==> config.mk <==
export PLATFORM = sky130hd
export DESIGN_NAME = dds_sweep_ctrl
export DESIGN_NICKNAME = d
export VERILOG_FILES = /design/src/rtl/dds_sweep_ctrl.sv
export SDC_FILE = /design/constraint.sdc
export NUM_CORES = 1
export LEC_CHECK = 0
export ABC_CLOCK_PERIOD_IN_PS = 6400
export CORE_UTILIZATION = 30
export DETAILED_ROUTE_END_ITERATION = 16
export PLACE_DENSITY = 0.49
export REMOVE_ABC_BUFFERS = 1
export SLEW_MARGIN = 15
export SYNTH_ARGS = -nofsm -noshare
export SYNTH_HDL_FRONTEND = slang
export SYNTH_SLANG_ARGS = --single-unit
==> constraint.sdc <==
create_clock -name clk -period 6.4 [get_ports clk]
set_input_delay 1.6 -clock clk [delete_from_list [all_inputs] [get_ports clk]]
set_output_delay 1.6 -clock clk [all_outputs]
set_load 0.05 [all_outputs]
==> src/rtl/dds_sweep_ctrl.sv <==
// Frequency/phase sweep sequencer for the dds_wave core.
// Steps K through single-up, sawtooth or triangle sweeps with a per-word dwell.
module dds_sweep_ctrl #(
  parameter int unsigned KW = 32,
  parameter int unsigned PW = 11,
  parameter int unsigned DW = 16
) (
  input  logic          clk,
  input  logic          rst_n,
  input  logic          cfg_valid,
  output logic          cfg_ready,
  input  logic [KW-1:0] cfg_k_start,
  input  logic [KW-1:0] cfg_k_stop,
  input  logic [KW-1:0] cfg_k_step,
  input  logic [DW-1:0] cfg_dwell,
  input  logic [PW-1:0] cfg_phase,
  input  logic [1:0]    cfg_mode,
  input  logic          start,
  input  logic          abort,
  output logic [KW-1:0] dds_k,
  output logic [PW-1:0] dds_p,
  output logic          dds_upd,
  output logic          busy,
  output logic          done,
  output logic          err
);

  typedef enum logic [2:0] {StIdle, StLoad, StDwell, StStep, StDone} state_e;

  state_e        state_q, state_d;
  logic [KW-1:0] k_start_q, k_stop_q, k_step_q;
  logic [DW-1:0] dwell_q;
  logic [PW-1:0] phase_q;
  logic [1:0]    mode_q;
  logic [DW-1:0] cnt_q, cnt_d;
  logic          dir_down_q, dir_down_d;
  logic [KW-1:0] dds_k_q, dds_k_d;
  logic [PW-1:0] dds_p_q, dds_p_d;
  logic          upd_q, upd_d;
  logic          err_q, err_d;

  logic          cfg_acc;
  logic [KW-1:0] eff_start, eff_stop, eff_step;
  logic [KW:0]   up_sum, dn_diff;
  logic [KW-1:0] up_nxt, dn_nxt, nxt_k;
  logic          do_upd;

  assign cfg_ready = (state_q == StIdle);
  assign cfg_acc   = cfg_valid & cfg_ready;

  // A start coinciding with a config accept must see the incoming values.
  assign eff_start = cfg_acc ? cfg_k_start : k_start_q;
  assign eff_stop  = cfg_acc ? cfg_k_stop  : k_stop_q;
  assign eff_step  = cfg_acc ? cfg_k_step  : k_step_q;

  assign up_sum  = {1'b0, dds_k_q} + {1'b0, k_step_q};
  assign dn_diff = {1'b0, dds_k_q} - {1'b0, k_step_q};
  assign up_nxt  = (up_sum[KW] || (up_sum[KW-1:0] > k_stop_q)) ? k_stop_q : up_sum[KW-1:0];
  assign dn_nxt  = (dn_diff[KW] || (dn_diff[KW-1:0] < k_start_q)) ? k_start_q
                                                                   : dn_diff[KW-1:0];

  always_comb begin
    state_d    = state_q;
    cnt_d      = cnt_q;
    dir_down_d = dir_down_q;
    dds_k_d    = dds_k_q;
    dds_p_d    = dds_p_q;
    upd_d      = 1'b0;
    err_d      = cfg_acc ? 1'b0 : err_q;
    do_upd     = 1'b0;
    nxt_k      = dds_k_q;

    unique case (state_q)
      StIdle: begin
        if (start) begin
          if ((eff_start > eff_stop) || (eff_step == '0)) begin
            err_d   = 1'b1;
            state_d = StDone;
          end else begin
            state_d = StLoad;
          end
        end
      end
      StLoad: begin
        do_upd     = 1'b1;
        nxt_k      = k_start_q;
        dds_p_d    = phase_q;
        dir_down_d = 1'b0;
      end
      StDwell: begin
        if (cnt_q == '0) state_d = StStep;
        else             cnt_d   = cnt_q - DW'(1);
      end
      StStep: begin
        if (!dir_down_q) begin
          if (dds_k_q == k_stop_q) begin
            case (mode_q)
              2'b01: begin
                do_upd = 1'b1;
                nxt_k  = k_start_q;
              end
              2'b10: begin
                do_upd     = 1'b1;
                dir_down_d = 1'b1;
                nxt_k      = dn_nxt;
              end
              default: state_d = StDone;
            endcase
          end else begin
            do_upd = 1'b1;
            nxt_k  = up_nxt;
          end
        end else begin
          do_upd = 1'b1;
          if (dds_k_q == k_start_q) begin
            dir_down_d = 1'b0;
            nxt_k      = up_nxt;
          end else begin
            nxt_k = dn_nxt;
          end
        end
      end
      StDone:  state_d = StIdle;
      default: state_d = StIdle;
    endcase

    // The update cycle counts toward the hold time, so the counter starts at dwell-1
    // and a zero dwell goes straight back to STEP.
    if (do_upd) begin
      dds_k_d = nxt_k;
      upd_d   = 1'b1;
      cnt_d   = dwell_q - DW'(1);
      state_d = (dwell_q == '0) ? StStep : StDwell;
    end

    if (abort && (state_q != StIdle)) begin
      state_d    = StIdle;
      cnt_d      = cnt_q;
      dir_down_d = dir_down_q;
      dds_k_d    = dds_k_q;
      dds_p_d    = dds_p_q;
      upd_d      = 1'b0;
    end
  end

  always_ff @(posedge clk or negedge rst_n) begin
    if (!rst_n) begin
      state_q    <= StIdle;
      cnt_q      <= '0;
      dir_down_q <= 1'b0;
      dds_k_q    <= '0;
      dds_p_q    <= '0;
      upd_q      <= 1'b0;
      err_q      <= 1'b0;
      k_start_q  <= '0;
      k_stop_q   <= '0;
      k_step_q   <= '0;
      dwell_q    <= '0;
      phase_q    <= '0;
      mode_q     <= '0;
    end else begin
      state_q    <= state_d;
      cnt_q      <= cnt_d;
      dir_down_q <= dir_down_d;
      dds_k_q    <= dds_k_d;
      dds_p_q    <= dds_p_d;
      upd_q      <= upd_d;
      err_q      <= err_d;
      if (cfg_acc) begin
        k_start_q <= cfg_k_start;
        k_stop_q  <= cfg_k_stop;
        k_step_q  <= cfg_k_step;
        dwell_q   <= cfg_dwell;
        phase_q   <= cfg_phase;
        mode_q    <= cfg_mode;
      end
    end
  end

  assign dds_k   = dds_k_q;
  assign dds_p   = dds_p_q;
  assign dds_upd = upd_q;
  assign busy    = (state_q == StLoad) || (state_q == StDwell) || (state_q == StStep);
  assign done    = (state_q == StDone);
  assign err     = err_q;

endmodule

# == Word level (Yosys, flattened, before mapping) ==
# Cells that the tools add are included.
# classes
n_lt_le_gt_ge,3
n_eq_ne,16
n_reduce_logical,19
n_bitwise,2
mux,38
addsub,4
# op_table
cell,count
2-to-1 mux 32 bit,8
one-hot mux 32 bit (2 select lines),2
equality test 32 bit,2
greater-than comparator 32 bit,2
2-to-1 mux 16 bit,3
adder 32 x 32 -> 33 bit,1
subtractor 32 x 32 -> 33 bit,1
zero test 16 bit,2
zero test 32 bit,1
less-than comparator 32 bit,1
"subtractor 16 x 1 -> 16 bit, second input constant",2
2-to-1 mux 3 bit,8
"!= test 4 bit, second input constant",4
2-to-1 mux 1 bit,14
one-hot mux 3 bit (4 select lines),1
"equality test 3 x 2 -> 1 bit, second input constant",2
AND reduction 6 bit,1
logical OR 1 bit,5
"!= test 5 x 3 -> 1 bit, second input constant",1
"!= test 4 x 1 -> 1 bit, second input constant",1
one-hot mux 1 bit (2 select lines),2
AND reduction 2 bit,2
AND reduction 4 bit,1
nonzero test 2 bit,2
other kinds (13),13
# word_totals
regBits,190
inputBits,130
out_inout_bits,48

# == Logic depth before layout (Yosys ltp) ==
# Gate-level depths: netlist of run 1.
# logic_depth
depth_word,10
depth_mapped,25
depth_no_buf,23

# == Worst setup path before layout of run 1 ==
# No wires, ideal clock.
# synth_timing
kind,register to register
start,"reg dds_k_q[10], in the netlist dds_k[10]"
end,"reg dds_k_q[25], in the netlist dds_k[25]"
setup_ps,127
stages_incl_launch_ff,21
path_buffers,1
t_arrival_ps,5267
period_less_slack_ps,5394
required_ps,6273
setup_slack_ps,1006
cell_sequence,dfrtp_1 -> ha_1 -> or3_1 -> or4_1 -> a211o_1 -> a32oi_2 -> a21oi_2 -> nand2b_1 -> nand2_1 -> xnor2_1 -> ha_1 -> nand4_1 -> or4_1 -> nor3_1 -> nand3_1 -> a21oi_1 -> and2_4 -> buf_6 -> mux2_1 -> a221oi_1 -> nor2_1
# synth_between
elab_chain_len,8
# synth_rtl
element,line,text
"start, declared",37,"logic [KW-1:0] dds_k_q, dds_k_d;"
"start signal, assigned",165,dds_k_q <= dds_k_d;
subtractor 32 x 32 -> 33 bit,57,"assign dn_diff = {1'b0, dds_k_q} - {1'b0, k_step_q};"
less-than comparator 32 bit,59,assign dn_nxt = (dn_diff[KW] || (dn_diff[KW-1:0] < k_start_q)) ? k_start_q
logical OR 1 bit,59,
2-to-1 mux 32 bit,59,
one-hot mux 32 bit (2 select lines),97,case (mode_q)
2-to-1 mux 32 bit,96,if (dds_k_q == k_stop_q) begin
2-to-1 mux 32 bit,95,if (!dir_down_q) begin
one-hot mux 32 bit (2 select lines),73,unique case (state_q)
# Several ways; a longest one is shown, not always the timed one.
# A chain may end at the register's enable or synchronous reset.

# == Final worst setup path of run 1 ==
# layout_timing
start,"reg dds_k_q[0], in the netlist dds_k[0]"
end,"reg dds_k_q[21], in the netlist dds_k[21]"
# Same word-level chain as after synthesis.

==> results of run 1 <==
==> sequential cells by signal, indices dropped and copies added, names as in the netlist <==
name,count
dds_k,32
k_start_q,32
k_step_q,32
k_stop_q,32
cnt_q,16
dwell_q,16
dds_p,11
phase_q,11
state_q,3
mode_q,2
dds_upd,1
dir_down_q,1
err,1
==> synth_stat cells (all sizes together) (17+ instances only) <==
library cell and instances:
a21o 23, a21oi 208, a31oi 23, clkbuf 90, dfrtp 190, ha 162
inv 166, mux2 41, mux2i 30, nand2 105, nand2b 19, nand3 75
nand4 27, nor2 155, nor2b 17, nor3 42, nor4 34, o21ai 135
o221a 20, o221ai 22, xnor2 55, xor2 76
==> worst max-delay path, stage by stage (launching register included) <==
cell and delay, ns:
dfrtp_1 0.48, inv_1 0.09, ha_1 0.16, inv_1 0.06, fa_1 0.44, a211oi_2 0.29, nor4_1 0.09, nor2_1 0.24
o31a_2 0.35, nor3_1 0.10, a2111oi_1 0.48, xnor2_1 0.21, ha_1 0.36, a21oi_1 0.07, a21boi_0 0.33, a211oi_1 0.17
a2111oi_1 0.44, buf_4 0.18, o31ai_1 0.11, a21o_1 0.26, nor2_4 0.22, buf_12 0.19, o221a_2 0.18, nor4bb_1 0.28
a311oi_1 0.09
==> path summary, 6_finish.rpt <==
check | endpoint | from | slack, ns | depth (start not counted)
worst max-delay path | dds_k[21]$_DFFE_PN0P_ | dds_k[0]$_DFFE_PN0P_ | 0.38 | 24
worst min-delay path | dds_p[5]$_DFFE_PN0P_ | phase_q[5]$_DFFE_PN0P_ | 0.49 | 1
worst max register to register | dds_k[21]$_DFFE_PN0P_ | dds_k[0]$_DFFE_PN0P_ | 0.38 | 24
worst min register to register | dds_p[5]$_DFFE_PN0P_ | phase_q[5]$_DFFE_PN0P_ | 0.49 | 1
max in group asynchronous | k_stop_q[28]$_DFF_PN0_ | rst_n | 4.16 | 2
min in group asynchronous | k_step_q[7]$_DFF_PN0_ | rst_n | 1.11 | 1
==> what timing repair did <==
action	in CTS	in global routing
resized for setup	0	6
hold endpoints to repair	0	0
setup buffers	0	2
endpoints found under the setup margin	0	32
==> area by class of cell <==
cell class                      count  share of cell area [%]
Tap cell                          688                    4.43
Clock inverter                     14                   0.914
Sequential cell                   190                    24.5
Inverter                          166                    3.21
Timing Repair Buffer              238                    11.7
Clock buffer                       18                    2.26
Multi-Input combinational cell   1477                    53.0
==> routing by layer <==
layer	track usage (%)	vias to the layer above	routed length (um)
li1	-	7288	-
met2	40.7	614	31000
met4	8.86	0	2020
met1	34.7	7720	30800
met3	3.80	89	4170
met5	0	-	0
==> logic make-up (layout without fill, tap and decap cells) <==
kind of cell / after synthesis / after routing / share of synthesized area (%)
flip-flops: 190 / 190 / 29.7
AND/OR/NAND/NOR: 530 / 530 / 16.0
AO/OA/AOI/OAI: 581 / 581 / 23.0
buffers and inverters: 270 / 436 / 6.48
adder cells (fa/ha/maj): 164 / 164 / 12.9
multiplexers: 71 / 71 / 4.76
XOR/XNOR: 131 / 131 / 7.16
==> per-stage QoR <==
| stage | area, um^2 | util, % |
|---|---|---|
| 2_1_floorplan | 15600 | - |
| 3_3_place_gp | 18800 | 35.7 |
| 3_5_place_dp | 18800 | 35.7 |
| 4_1_cts | 19400 | 36.8 |
| 5_1_grt | 19400 | 36.9 |
| 6_report | 19400 | 36.9 |
==> results.ini, run 1 <==
[die]
fp.dieW_um=233
num_rows=84
design.die.area_um2=54300
floorplan.die.height_um=233
initial_utilization_pct=30.4
design.core.area_um2=52700
floorplan.io_pins=178

[placement]
gpl.final_weighted_congestion=0.952
placed_cells=2757
dp_hpwl_um=53100
place_ws_ns=0.227
io_buffers=177

[clock_tree]
clk_root_buffer_cell=clkbuf_16
max-clock-path-buffers=2
number_of_buffers_added_to_fix_hold_violations_after_cts=0
htree_num_levels=4
tritoncts_clock_tree=done
tritoncts_num_sinks=190
cts_buffers=17
clk-insertion-delay-late_ns=0.52
clkSlewWorstSetupHoldPaths_ns=0.09

[sta]
timing.slew.headroom_pct=22.8
hold_ws_ns=0.495
final_critical_path_setup_slack_ns=0.378
finalSetupTns_ns=0
final_min_period_over_clock_period_pct=94.1
clock_skew_ns=0.0224
drv_slew=0
layout_min_cycle_time_ns=6.02
worst_pin_slew_ns=1.15
maxClockFrequency_ghz=0.166
hold_violations=0
grt_setup_unrepaired=no
report.final.setup_viol=0

[yosys]
synth_sequential_area_ratio_pct=29.7
synth_cell_types=72
post_synth.cell_area_avg_um2=8.27
async_reset_ff_share_pct=100
yosys.area.top_type_share_pct=29.7
synthesized_flop_and_latch_total=190
synth_edf_count=0
ys_dominant_reg_cell=dfrtp_1
netlist_area_pre_place_um2=16000
ys_warn_count=0
synth_top_cells_by_area=dfrtp_1 (30%), ha_1 (13%), a21oi_1 (6.5%)
synth_largest_area_cell=dfrtp_1
syn-instance-count=1937

[final_layout]
final-seq-area_um2=4750
area_growth_pct=21.3
most_common_library_cell_in_the_layout_ignoring_fill_and_taps=a21oi_1
final_nets=2384
num-fill-cells=5452
multi_input_comb_area_um2=10300
num_antenna_cells=0
layout.cells.most_common_list=a21oi_1 (204), dfrtp_1 (190), clkdlybuf4s50_1 (175)
final_layout_size_suffix_gt1_share_pct=8.46
final-instance-count-excl-fill=2791

[drt]
detailroute.via_count=15700
drt_first_pass_iters=5
routedWlPerCell_um=24.4
first_iter_violations=1257
detail-route-antenna-nets=0
routed_wirelength_um=68100
post_drt_via_cell_ratio=5.63
post-route-drc-count=0

[worst_setup_path]
critical_path_peak_fanout=9
worstPathArrival_ns=6.39
crit_type=flop to flop
startpoint_type=flop
worstPathRequired_ns=6.76
element_type_at_the_critical_path_end=flop

[worst_hold_path]
timing.hold.worst.class=flop to flop

[flow_run]
cap_violations=0

[global_routing]
grt_start_max_net_pins=117
first_global_vias=15700
grt.overflow.total=0
grt_pass1_wl_um=102000
antenna_found_initial=1
total_routing_usage_gr_pct=25.4

[outcome]
status=finished clean

Power of run 1 is not shown: default switching activity piles up to over one toggle a cycle in this logic, so the estimate is an artifact.
==> inputs of run 2 (changes only) <==
--- a/config.mk
+++ b/config.mk
@@ -9,7 +9,6 @@
 export CORE_UTILIZATION = 30
 export DETAILED_ROUTE_END_ITERATION = 16
 export PLACE_DENSITY = 0.49
-export REMOVE_ABC_BUFFERS = 1
 export SLEW_MARGIN = 15
 export SYNTH_ARGS = -nofsm -noshare
 export SYNTH_HDL_FRONTEND = slang
==> results.ini, run 2 (synthesized netlist as in run 1, its figures left out) <==
[sta]
clock_skew_ns=0.0179  ; was 0.0224 ns
hold_violations=0  ; unchanged
worst_pin_slew_ns=1.24  ; was 1.15 ns
final_min_period_over_clock_period_pct=91.9  ; was 94.1%
maxClockFrequency_ghz=0.170  ; was 0.166 GHz
layout_min_cycle_time_ns=5.88  ; was 6.02 ns
grt_setup_unrepaired=no  ; unchanged
drv_slew=0  ; unchanged
finalSetupTns_ns=0  ; unchanged
hold_ws_ns=0.497  ; was 0.495 ns
final_critical_path_setup_slack_ns=0.515  ; was 0.378 ns
timing.slew.headroom_pct=16.9  ; was 22.8%
report.final.setup_viol=0  ; unchanged

[placement]
place_ws_ns=0.371  ; was 0.227 ns
io_buffers=177  ; unchanged
dp_hpwl_um=51000  ; was 53100 um
gpl.final_weighted_congestion=0.934  ; was 0.952
place_area_um2=18800  ; about the same

[worst_setup_path]
rr_startpoint=dds_k[0]$_DFFE_PN0P_  ; unchanged
critical_path_peak_fanout=18  ; was 9
timing.critical_path.from=dds_k[0]$_DFFE_PN0P_  ; unchanged
critical_path.reg2reg.endpoint=dds_k[6]$_DFFE_PN0P_  ; was dds_k[21]$_DFFE_PN0P_
depth_of_the_worst_register_to_register_path=21  ; was 24
crit_type=flop to flop  ; unchanged
startpoint_type=flop  ; unchanged
setup.reg_to_reg.worst_slack_ns=0.52  ; was 0.38 ns
worstPathArrival_ns=6.28  ; was 6.39 ns
element_type_at_the_critical_path_end=flop  ; unchanged
worstPathRequired_ns=6.79  ; was 6.76 ns

[worst_hold_path]
min_to=cnt_q[4]$_DFFE_PN0P_  ; was dds_p[5]$_DFFE_PN0P_
hold_path_depth=1  ; unchanged
timing.hold.worst.class=flop to flop  ; unchanged
launch_point_of_the_worst_hold_path=cnt_q[4]$_DFFE_PN0P_  ; was phase_q[5]$_DFFE_PN0P_

[drt]
routedWlPerCell_um=23.0  ; was 24.4 um
routed_wirelength_um=64300  ; was 68100 um
drt_first_pass_iters=6  ; was 5
detailroute.via_count=15500  ; was 15700
post_drt_via_cell_ratio=5.57  ; was 5.63
post-route-drc-count=0  ; unchanged
detail-route-antenna-nets=0  ; unchanged
first_iter_violations=1423  ; was 1257

[die]
num_rows=84  ; unchanged
design.die.area_um2=54300  ; unchanged
fp.dieW_um=233  ; unchanged
floorplan.die.height_um=233  ; unchanged
floorplan.io_pins=178  ; unchanged
design.core.area_um2=52700  ; unchanged
initial_utilization_pct=30.4  ; unchanged

[final_layout]
finalInstanceArea_um2=19400  ; about the same
area_growth_pct=21.1  ; was 21.3%
final_nets=2381  ; was 2384
num-fill-cells=5443  ; was 5452
most_common_library_cell_in_the_layout_ignoring_fill_and_taps=a21oi_1  ; unchanged
final_layout_size_suffix_gt1_share_pct=8.24  ; was 8.46%
layout.cells.most_common_list=a21oi_1 (204), dfrtp_1 (190), clkdlybuf4s50_1 (176)  ; was a21oi_1 (204), dfrtp_1 (190), clkdlybuf4s50_1 (175)

[flow_run]
cap_violations=0  ; unchanged

[clock_tree]
number_of_buffers_added_to_fix_hold_violations_after_cts=0  ; unchanged
clkSlewWorstSetupHoldPaths_ns=0.08  ; was 0.09 ns
clk-insertion-delay-late_ns=0.51  ; was 0.52 ns
clk_root_buffer_cell=clkbuf_16  ; unchanged
cts_post_setup_buffers_inserted=0  ; unchanged
htree_num_levels=4  ; unchanged
cts_buffers=17  ; unchanged
tritoncts_clock_tree=done  ; unchanged
tritoncts_num_sinks=190  ; unchanged
max-clock-path-buffers=2  ; unchanged

[global_routing]
grt_pass1_wl_um=95800  ; was 102000 um
antenna_found_initial=5  ; was 1
grt_start_max_net_pins=110  ; was 117
total_routing_usage_gr_pct=23.9  ; was 25.4%
grt.overflow.total=0  ; unchanged
first_global_vias=15100  ; was 15700

[outcome]
status=finished clean  ; unchanged

[yosys]
net_count_of_the_mapped_netlist=2231

-- run 2: what timing repair did --
action,in CTS,in global routing
endpoints found under the hold margin,0,0
setup endpoints to repair,0,30
resized for setup,0,4
-- run 2: stage by stage --
stage | std cells | util [%]
2_1_floorplan | 1937 | -
3_3_place_gp | 2756 | 35.7
3_5_place_dp | 2756 | 35.7
4_1_cts | 2788 | 36.8
5_1_grt | 2788 | 36.8
6_report | 2789 | 36.8
-- run 2: area by class of cell --
| type | count | area (um^2) | share of cell area (%) |
|---|---|---|---|
| antenna | 1 | 2.50 | 0.0129 |
| timing repair buffer | 235 | 2270 | 11.7 |
| inverter | 166 | 623 | 3.21 |
| sequential | 190 | 4750 | 24.5 |
| multi-input combinational | 1477 | 10300 | 53.1 |
| clock buffer | 19 | 443 | 2.28 |
| clock inverter | 13 | 149 | 0.768 |
| tap | 688 | 861 | 4.44 |
-- run 2: worst max path at each step --
stage / slack [ns] / cells past startpoint / endpoint
2_1_floorplan: 1.01 / 20 / dds_k[25]$_DFFE_PN0P_
3_3_place_gp: 0.70 / 23 / dds_k[31]$_DFFE_PN0P_
3_5_place_dp: 0.37 / 22 / dds_k[0]$_DFFE_PN0P_
4_1_cts: 0.35 / 22 / dds_k[0]$_DFFE_PN0P_
5_1_grt: 0.09 / 23 / dds_k[31]$_DFFE_PN0P_
6_report: 0.52 / 21 / dds_k[6]$_DFFE_PN0P_
-- run 2: critical path, cell delays in order (launching register included) --
cell	delay, ns
dfrtp_1	0.49
ha_1	0.28
fa_1	0.40
nor2b_1	0.16
o311ai_0	0.30
buf_4	0.19
a211o_1	0.18
nand2_1	0.14
a31oi_1	0.44
o41ai_1	0.15
xnor2_1	0.18
ha_1	0.31
nand4_1	0.14
or4_1	0.55
nor3_1	0.27
nand3_1	0.13
a21oi_2	0.31
buf_4	0.29
a21oi_1	0.09
a21oi_1	0.27
o221ai_1	0.16
o221a_2	0.32
-- run 2: per-layer routing --
metal | routed length (um) | GRT usage (%) | share of wire, % | vias to the layer above
met4 | 1350 | 7.33 | 2.1 | 10
met2 | 27500 | 35.6 | 43 | 645
met1 | 30300 | 34.5 | 47 | 7516
met3 | 5010 | 4.63 | 7.8 | 72
li1 | - | - | - | 7288
met5 | 62 | 0 | 0.096 | -
Power of run 2 is left out for the same reason.
